[config.mk]
export PLATFORM = sky130hd
export DESIGN_NAME = multi_clk_divider
export DESIGN_NICKNAME = d
export VERILOG_FILES = /design/src/rtl/multi_clk_divider.sv
export SDC_FILE = /design/constraint.sdc
export NUM_CORES = 1
export LEC_CHECK = 0
export ABC_AREA = 1
export BUFFER_PORTS_ARGS = -buffer_cell sky130_fd_sc_hd__buf_4
export CAP_MARGIN = 20
export CORE_ASPECT_RATIO = 1.1
export CORE_MARGIN = 8
export CORE_UTILIZATION = 24
export DETAILED_ROUTE_END_ITERATION = 8
export PLACE_DENSITY_LB_ADDON = 0.25
export SLEW_MARGIN = 25
export SYNTH_ARGS = -nofsm -noshare
export SYNTH_HDL_FRONTEND = slang
export SYNTH_SLANG_ARGS = --single-unit
[constraint.sdc]
create_clock -name clk -period 2.6 [get_ports clk]
set_input_delay 0.52 -clock clk [delete_from_list [all_inputs] [get_ports clk]]
set_output_delay 0.52 -clock clk [all_outputs]
set_load 0.05 [all_outputs]
[src/rtl/multi_clk_divider.sv]
// Multi-channel programmable clock divider and pulse-burst generator.
// Each channel free-runs a 50% divided clock or emits a counted burst of full periods.
module multi_clk_divider #(
  parameter int NUM_CH       = 4,
  parameter int COUNTER_BITS = 32,
  parameter int PULSE_BITS   = 32,
  localparam int CH_BITS     = (NUM_CH > 1) ? $clog2(NUM_CH) : 1
) (
  input  logic                    clk,
  input  logic                    reset,
  input  logic [NUM_CH-1:0]       out_enable,
  input  logic                    cfg_write,
  input  logic [CH_BITS-1:0]      cfg_channel,
  input  logic                    cfg_option,
  input  logic [COUNTER_BITS-1:0] cfg_divider,
  input  logic [PULSE_BITS-1:0]   cfg_pulse,
  input  logic                    sync_start,
  output logic [NUM_CH-1:0]       clk_o,
  output logic [NUM_CH-1:0]       busy,
  output logic [NUM_CH-1:0]       done
);

  genvar gi;
  generate
    for (gi = 0; gi < NUM_CH; gi++) begin : g_ch
      logic [COUNTER_BITS-1:0] div_reg;
      logic [COUNTER_BITS-1:0] cnt_reg;
      logic [PULSE_BITS-1:0]   remaining_reg;
      logic                    option_reg;
      logic                    phase_reg;
      logic                    busy_reg;
      logic                    done_reg;

      logic sel;
      logic running;
      logic wrap;
      logic falling;
      logic last_fall;

      // Out-of-range channel numbers never match any gi, so such writes are dropped.
      assign sel       = cfg_write && (cfg_channel == CH_BITS'(gi));
      assign running   = out_enable[gi] && (option_reg || busy_reg);
      assign wrap      = (cnt_reg == div_reg);
      assign falling   = wrap && phase_reg && !option_reg;
      assign last_fall = falling && (remaining_reg == PULSE_BITS'(1));

      always_ff @(posedge clk) begin
        if (reset) begin
          div_reg       <= '0;
          option_reg    <= 1'b1;
          cnt_reg       <= '0;
          phase_reg     <= 1'b0;
          remaining_reg <= '0;
          busy_reg      <= 1'b0;
          done_reg      <= 1'b0;
        end else if (sel) begin
          // A write replaces whatever was running, including a burst completing this edge.
          div_reg       <= cfg_divider;
          option_reg    <= cfg_option;
          cnt_reg       <= '0;
          phase_reg     <= 1'b0;
          remaining_reg <= cfg_option ? '0 : cfg_pulse;
          busy_reg      <= !cfg_option && (cfg_pulse != '0);
          done_reg      <= !cfg_option && (cfg_pulse == '0);
        end else begin
          done_reg <= 1'b0;
          if (sync_start) begin
            cnt_reg   <= '0;
            phase_reg <= 1'b0;
          end else if (running) begin
            if (wrap) begin
              cnt_reg   <= '0;
              phase_reg <= !phase_reg;
              if (falling) begin
                remaining_reg <= remaining_reg - PULSE_BITS'(1);
              end
              if (last_fall) begin
                busy_reg <= 1'b0;
                done_reg <= 1'b1;
              end
            end else begin
              cnt_reg <= cnt_reg + COUNTER_BITS'(1);
            end
          end
        end
      end

      assign clk_o[gi] = phase_reg & out_enable[gi];
      assign busy[gi]  = busy_reg;
      assign done[gi]  = done_reg;
    end
  endgenerate

endmodule

==> impl_results.html <==
<table>
<tr><th>Metric</th><th>Value</th></tr>
<tr><th colspan="2">Outcome</th></tr>
<tr><td>Status</td><td>finished clean</td></tr>
<tr><th colspan="2">GRT</th></tr>
<tr><td>Number of antenna violations at the first check in global routing</td><td>5</td></tr>
<tr><td>First-pass GRT wire length</td><td>144000 um</td></tr>
<tr><td>Number of global-route vias before repair</td><td>24300</td></tr>
<tr><td>Overall fraction of global-route tracks in use</td><td>16.1%</td></tr>
<tr><td>Largest net degree at the start of global routing</td><td>94</td></tr>
<tr><td>Overflow left after global routing</td><td>0</td></tr>
<tr><th colspan="2">Route</th></tr>
<tr><td>Avg WL per Cell</td><td>16.7 um</td></tr>
<tr><td>Met3 wirelength from detailed routing</td><td>about 5000 um</td></tr>
<tr><td>Top metal layer carrying routed signals</td><td>met4</td></tr>
<tr><td>Antenna Violating Nets Remaining</td><td>0</td></tr>
<tr><td>DRC violation count after routing</td><td>0</td></tr>
<tr><td>Detailed-route wire length</td><td>around 94000 um</td></tr>
<tr><td>Number of DRC markers in iteration 0</td><td>2180</td></tr>
<tr><td>WL met2</td><td>between 40000 and 50000 um</td></tr>
<tr><td>Vias per cell</td><td>~4.6</td></tr>
<tr><td>Routed length on met1</td><td>between 40000 and 50000 um</td></tr>
<tr><td>Number of optimization iterations in the first detailed-route pass</td><td>6</td></tr>
<tr><td>Count of vias placed by the detailed router</td><td>25800</td></tr>
<tr><th colspan="2">STA</th></tr>
<tr><td>Final worst-path cycle share</td><td>between 80% and 90%</td></tr>
<tr><td>Fin Setup TNS</td><td>0 ns</td></tr>
<tr><td>Pins Over Slew Limit</td><td>0</td></tr>
<tr><td>Setup violations, final</td><td>0</td></tr>
<tr><td>Maximum clock skew at final layout</td><td>~0.025 ns</td></tr>
<tr><td>Setup repair after global routing missed its margin</td><td>false</td></tr>
<tr><td>Final hold violation count</td><td>0</td></tr>
<tr><td>Post-layout min period</td><td>2.33 ns</td></tr>
<tr><td>Max-slew headroom</td><td>56.9%</td></tr>
<tr><td>Actual slew at the worst max-slew pin</td><td>0.646 ns</td></tr>
<tr><td>Maximum clock frequency</td><td>430 MHz</td></tr>
<tr><th colspan="2">Floorplan</th></tr>
<tr><td>Die area</td><td>between 100000 and 150000 sq um</td></tr>
<tr><td>Die Span X</td><td>322 um</td></tr>
<tr><td>Ports placed on the boundary</td><td>87</td></tr>
<tr><td>Initial core utilization</td><td>24.2%</td></tr>
<tr><td>Core Rows</td><td>123</td></tr>
<tr><td>Die Ht</td><td>352 um</td></tr>
<tr><td>Placeable core area</td><td>102000 sq um</td></tr>
<tr><th colspan="2">Clock tree</th></tr>
<tr><td>CTS resizes</td><td>0</td></tr>
<tr><td>CTS Sinks</td><td>400</td></tr>
<tr><td>Clock Path Buffers</td><td>3</td></tr>
<tr><td>TritonCTS buffer count</td><td>49</td></tr>
<tr><td>CTS clk-pin slew, worst paths</td><td>0.06 ns</td></tr>
<tr><td>Number of hold buffers added after CTS</td><td>0</td></tr>
<tr><td>CTS tree</td><td>built</td></tr>
<tr><td>Number of buffers inserted by post-CTS setup repair</td><td>0</td></tr>
<tr><td>H-tree depth</td><td>2</td></tr>
<tr><td>Buffer type at the clock tree root</td><td>sky130_fd_sc_hd__clkbuf_16</td></tr>
<tr><td>Clock network latency to the later pin of the worst-skew pair</td><td>approximately 0.61 ns</td></tr>
<tr><th colspan="2">Final layout</th></tr>
<tr><td>Fraction of final layout cells with drive strength greater than 1</td><td>9.23%</td></tr>
<tr><td>Commonest non-fill, non-tap cells in the layout</td><td>1197 x sky130_fd_sc_hd__nand2_1, 689 x sky130_fd_sc_hd__nor2_1, 415 x sky130_fd_sc_hd__inv_1</td></tr>
<tr><td>Area added between synthesis and finish</td><td>16.5%</td></tr>
<tr><td>Most frequent standard cell in the layout excluding fill and tap cells</td><td>sky130_fd_sc_hd__nand2_1</td></tr>
<tr><td>Fin nets</td><td>4320</td></tr>
<tr><td>Non-filler instance count after layout</td><td>about 5600</td></tr>
<tr><th colspan="2">Placement</th></tr>
<tr><td>IO Port Bufs</td><td>86</td></tr>
<tr><td>HPWL after detailed placement</td><td>71200 um</td></tr>
<tr><td>Global placer's final weighted congestion</td><td>0.932</td></tr>
<tr><td>Placed instance count</td><td>5557</td></tr>
<tr><th colspan="2">Synth</th></tr>
<tr><td>Mapped Avg Cell Area</td><td>5.91 sq um</td></tr>
<tr><td>Mapped Area</td><td>24600 sq um</td></tr>
<tr><td>Number of instances in the synthesized netlist</td><td>4168</td></tr>
<tr><td>Synthesized Nets</td><td>4255</td></tr>
<tr><td>Portion of the post-synthesis area used by sequential elements</td><td>between 30 and 40%</td></tr>
<tr><td>Primary FF master, synth</td><td>sky130_fd_sc_hd__dfxtp_1</td></tr>
<tr><td>Synth unique cells</td><td>between 40 and 50</td></tr>
<tr><td>Async set or reset register ratio after synthesis</td><td>0%</td></tr>
<tr><td>YS warnings</td><td>0</td></tr>
<tr><td>#FFs+latches synth</td><td>400</td></tr>
<tr><td>EDFF count, synth</td><td>0</td></tr>
<tr><th colspan="2">Critical path</th></tr>
<tr><td>Delay of the slowest cell on the worst path</td><td>0.44 ns</td></tr>
<tr><td>Setup slack, reg-to-reg</td><td>0.27 ns</td></tr>
<tr><td>Data arrival time at the worst-slack endpoint</td><td>2.83 ns</td></tr>
<tr><td>Type of the setup path with the least slack</td><td>register to register</td></tr>
<tr><td>Capturing element type of the critical path</td><td>register</td></tr>
<tr><td>Req. time, crit path</td><td>3.10 ns</td></tr>
<tr><td>Ordered list of cells on the worst path</td><td>ha_1 -&gt; nand3_1 -&gt; nor2_1 -&gt; nand3_1 -&gt; nor2_1 -&gt; nand2_1 -&gt; inv_2 -&gt; nand3_1 -&gt; o21ai_0 -&gt; nor2_1</td></tr>
<tr><td>Startpoint type of the worst setup path</td><td>register</td></tr>
<tr><td>Slowest library cell on the worst path</td><td>sky130_fd_sc_hd__dfxtp_1</td></tr>
<tr><td>Biggest fanout along the worst timing path</td><td>6</td></tr>
<tr><th colspan="2">Power</th></tr>
<tr><td>Largest voltage drop on the vdd net</td><td>0.447 mV</td></tr>
<tr><td>Pleak</td><td>approximately 0.012 uW</td></tr>
<tr><td>Cell Pwr Density</td><td>587 nW/um^2</td></tr>
<tr><th colspan="2">Flow run</th></tr>
<tr><td>Number of violations of the max-capacitance limit</td><td>0</td></tr>
<tr><th colspan="2">Worst hold path</th></tr>
<tr><td>Hold Path Class</td><td>primary input to register</td></tr>
</table>
-- where the power goes --
part / switching, uW / total, uW / internal [uW]
logic: 2150 / 3260 / 1100
clock network: 2920 / 7060 / 4140
registers: 184 / 6530 / 6350
-- final cells by class --
cell class,count,area (sq um)
well taps,1375,1720
clock buffers,76,1460
fillers,11600,73300
flip-flops and latches,400,8010
clock inverters,13,146
multi-input cells,3103,14000
inverters,524,1970
repair buffers,155,1350
diodes,1,2.50
-- per-stage QoR --
step	cell area [sq um]	setup WS [ns]	hold slack [ns]	power (uW)	util (%)
detailed placement	27100	0.273	0.456	9900	26.6
CTS	28700	0.322	0.235	17000	28.1
global placement	27100	0.266	0.453	9900	26.6
finish	28700	0.275	0.268	16900	28.1
global route	28700	0.0434	0.265	17800	28.1
floorplan	24600	0.782	0.444	8830	-
-- worst max-delay path: cells and delay by family (launching register included) --
| kind | cells | cell delay, ns |
|---|---|---|
| flip-flops | 1 | 0.44 |
| AND/OR/NAND/NOR | 7 | 1.20 |
| buffers and inverters | 1 | 0.14 |
| AO/OA/AOI/OAI | 1 | 0.21 |
| adder cells (fa/ha/maj) | 1 | 0.23 |
-- routing by layer --
layer | up-vias | track usage [%]
li1 | 13300 | -
met1 | 11800 | 22.5
met2 | 590 | 25.6
met3 | 132 | 2.24
met4 | 0 | 4.57
met5 | - | 0
-- worst paths after layout --
kind	start	cells past startpoint	end
min reg2reg	g_ch[2].div_reg[4]	2	g_ch[2].div_reg[4]
min	cfg_divider[31]	3	g_ch[3].div_reg[31]
max reg2reg	g_ch[1].cnt_reg[0]	10	g_ch[1].cnt_reg[26]
max	g_ch[1].cnt_reg[0]	10	g_ch[1].cnt_reg[26]
-- cells in the mapped netlist (7+ instances only) --
cell                          n  area (sq um)
sky130_fd_sc_hd__a211oi_1    12          90.1
sky130_fd_sc_hd__xnor2_1     21           184
sky130_fd_sc_hd__buf_4       12          90.1
sky130_fd_sc_hd__o21ai_1      8          40.0
sky130_fd_sc_hd__a21oi_2      7          61.3
sky130_fd_sc_hd__or2_2        8          50.1
sky130_fd_sc_hd__clkbuf_1    82           308
sky130_fd_sc_hd__xor2_1      82           718
sky130_fd_sc_hd__nor3_1      90           450
sky130_fd_sc_hd__dfxtp_1    400          8010
sky130_fd_sc_hd__nand2_1   1199          4500
sky130_fd_sc_hd__inv_2      104           390
sky130_fd_sc_hd__nand4_1     64           400
sky130_fd_sc_hd__nor2_2      21           131
sky130_fd_sc_hd__buf_1       20          75.1
sky130_fd_sc_hd__nor3b_1      8          60.1
sky130_fd_sc_hd__o21ai_0    248          1240
sky130_fd_sc_hd__nand3_1    292          1460
sky130_fd_sc_hd__nand3b_1    14           105
sky130_fd_sc_hd__inv_1      416          1560
sky130_fd_sc_hd__buf_2       21           105
sky130_fd_sc_hd__a21oi_1    271          1360
sky130_fd_sc_hd__o21bai_1     7          52.6
sky130_fd_sc_hd__nor4_1      10          62.6
sky130_fd_sc_hd__nor2_1     690          2590
sky130_fd_sc_hd__nand2_2     10          62.6
sky130_fd_sc_hd__ha_1        12           150
-- kinds of logic after synthesis --
| group | synth area share (%) |
|---|---|
| AO/OA/AOI/OAI | 11.9 |
| XOR/XNOR | 3.66 |
| adder cells (fa/ha/maj) | 0.609 |
| buffers and inverters | 10.6 |
| flip-flops | 32.5 |
| AND/OR/NAND/NOR | 40.7 |
No activity file was read; power rests on OpenSTA's default activity.
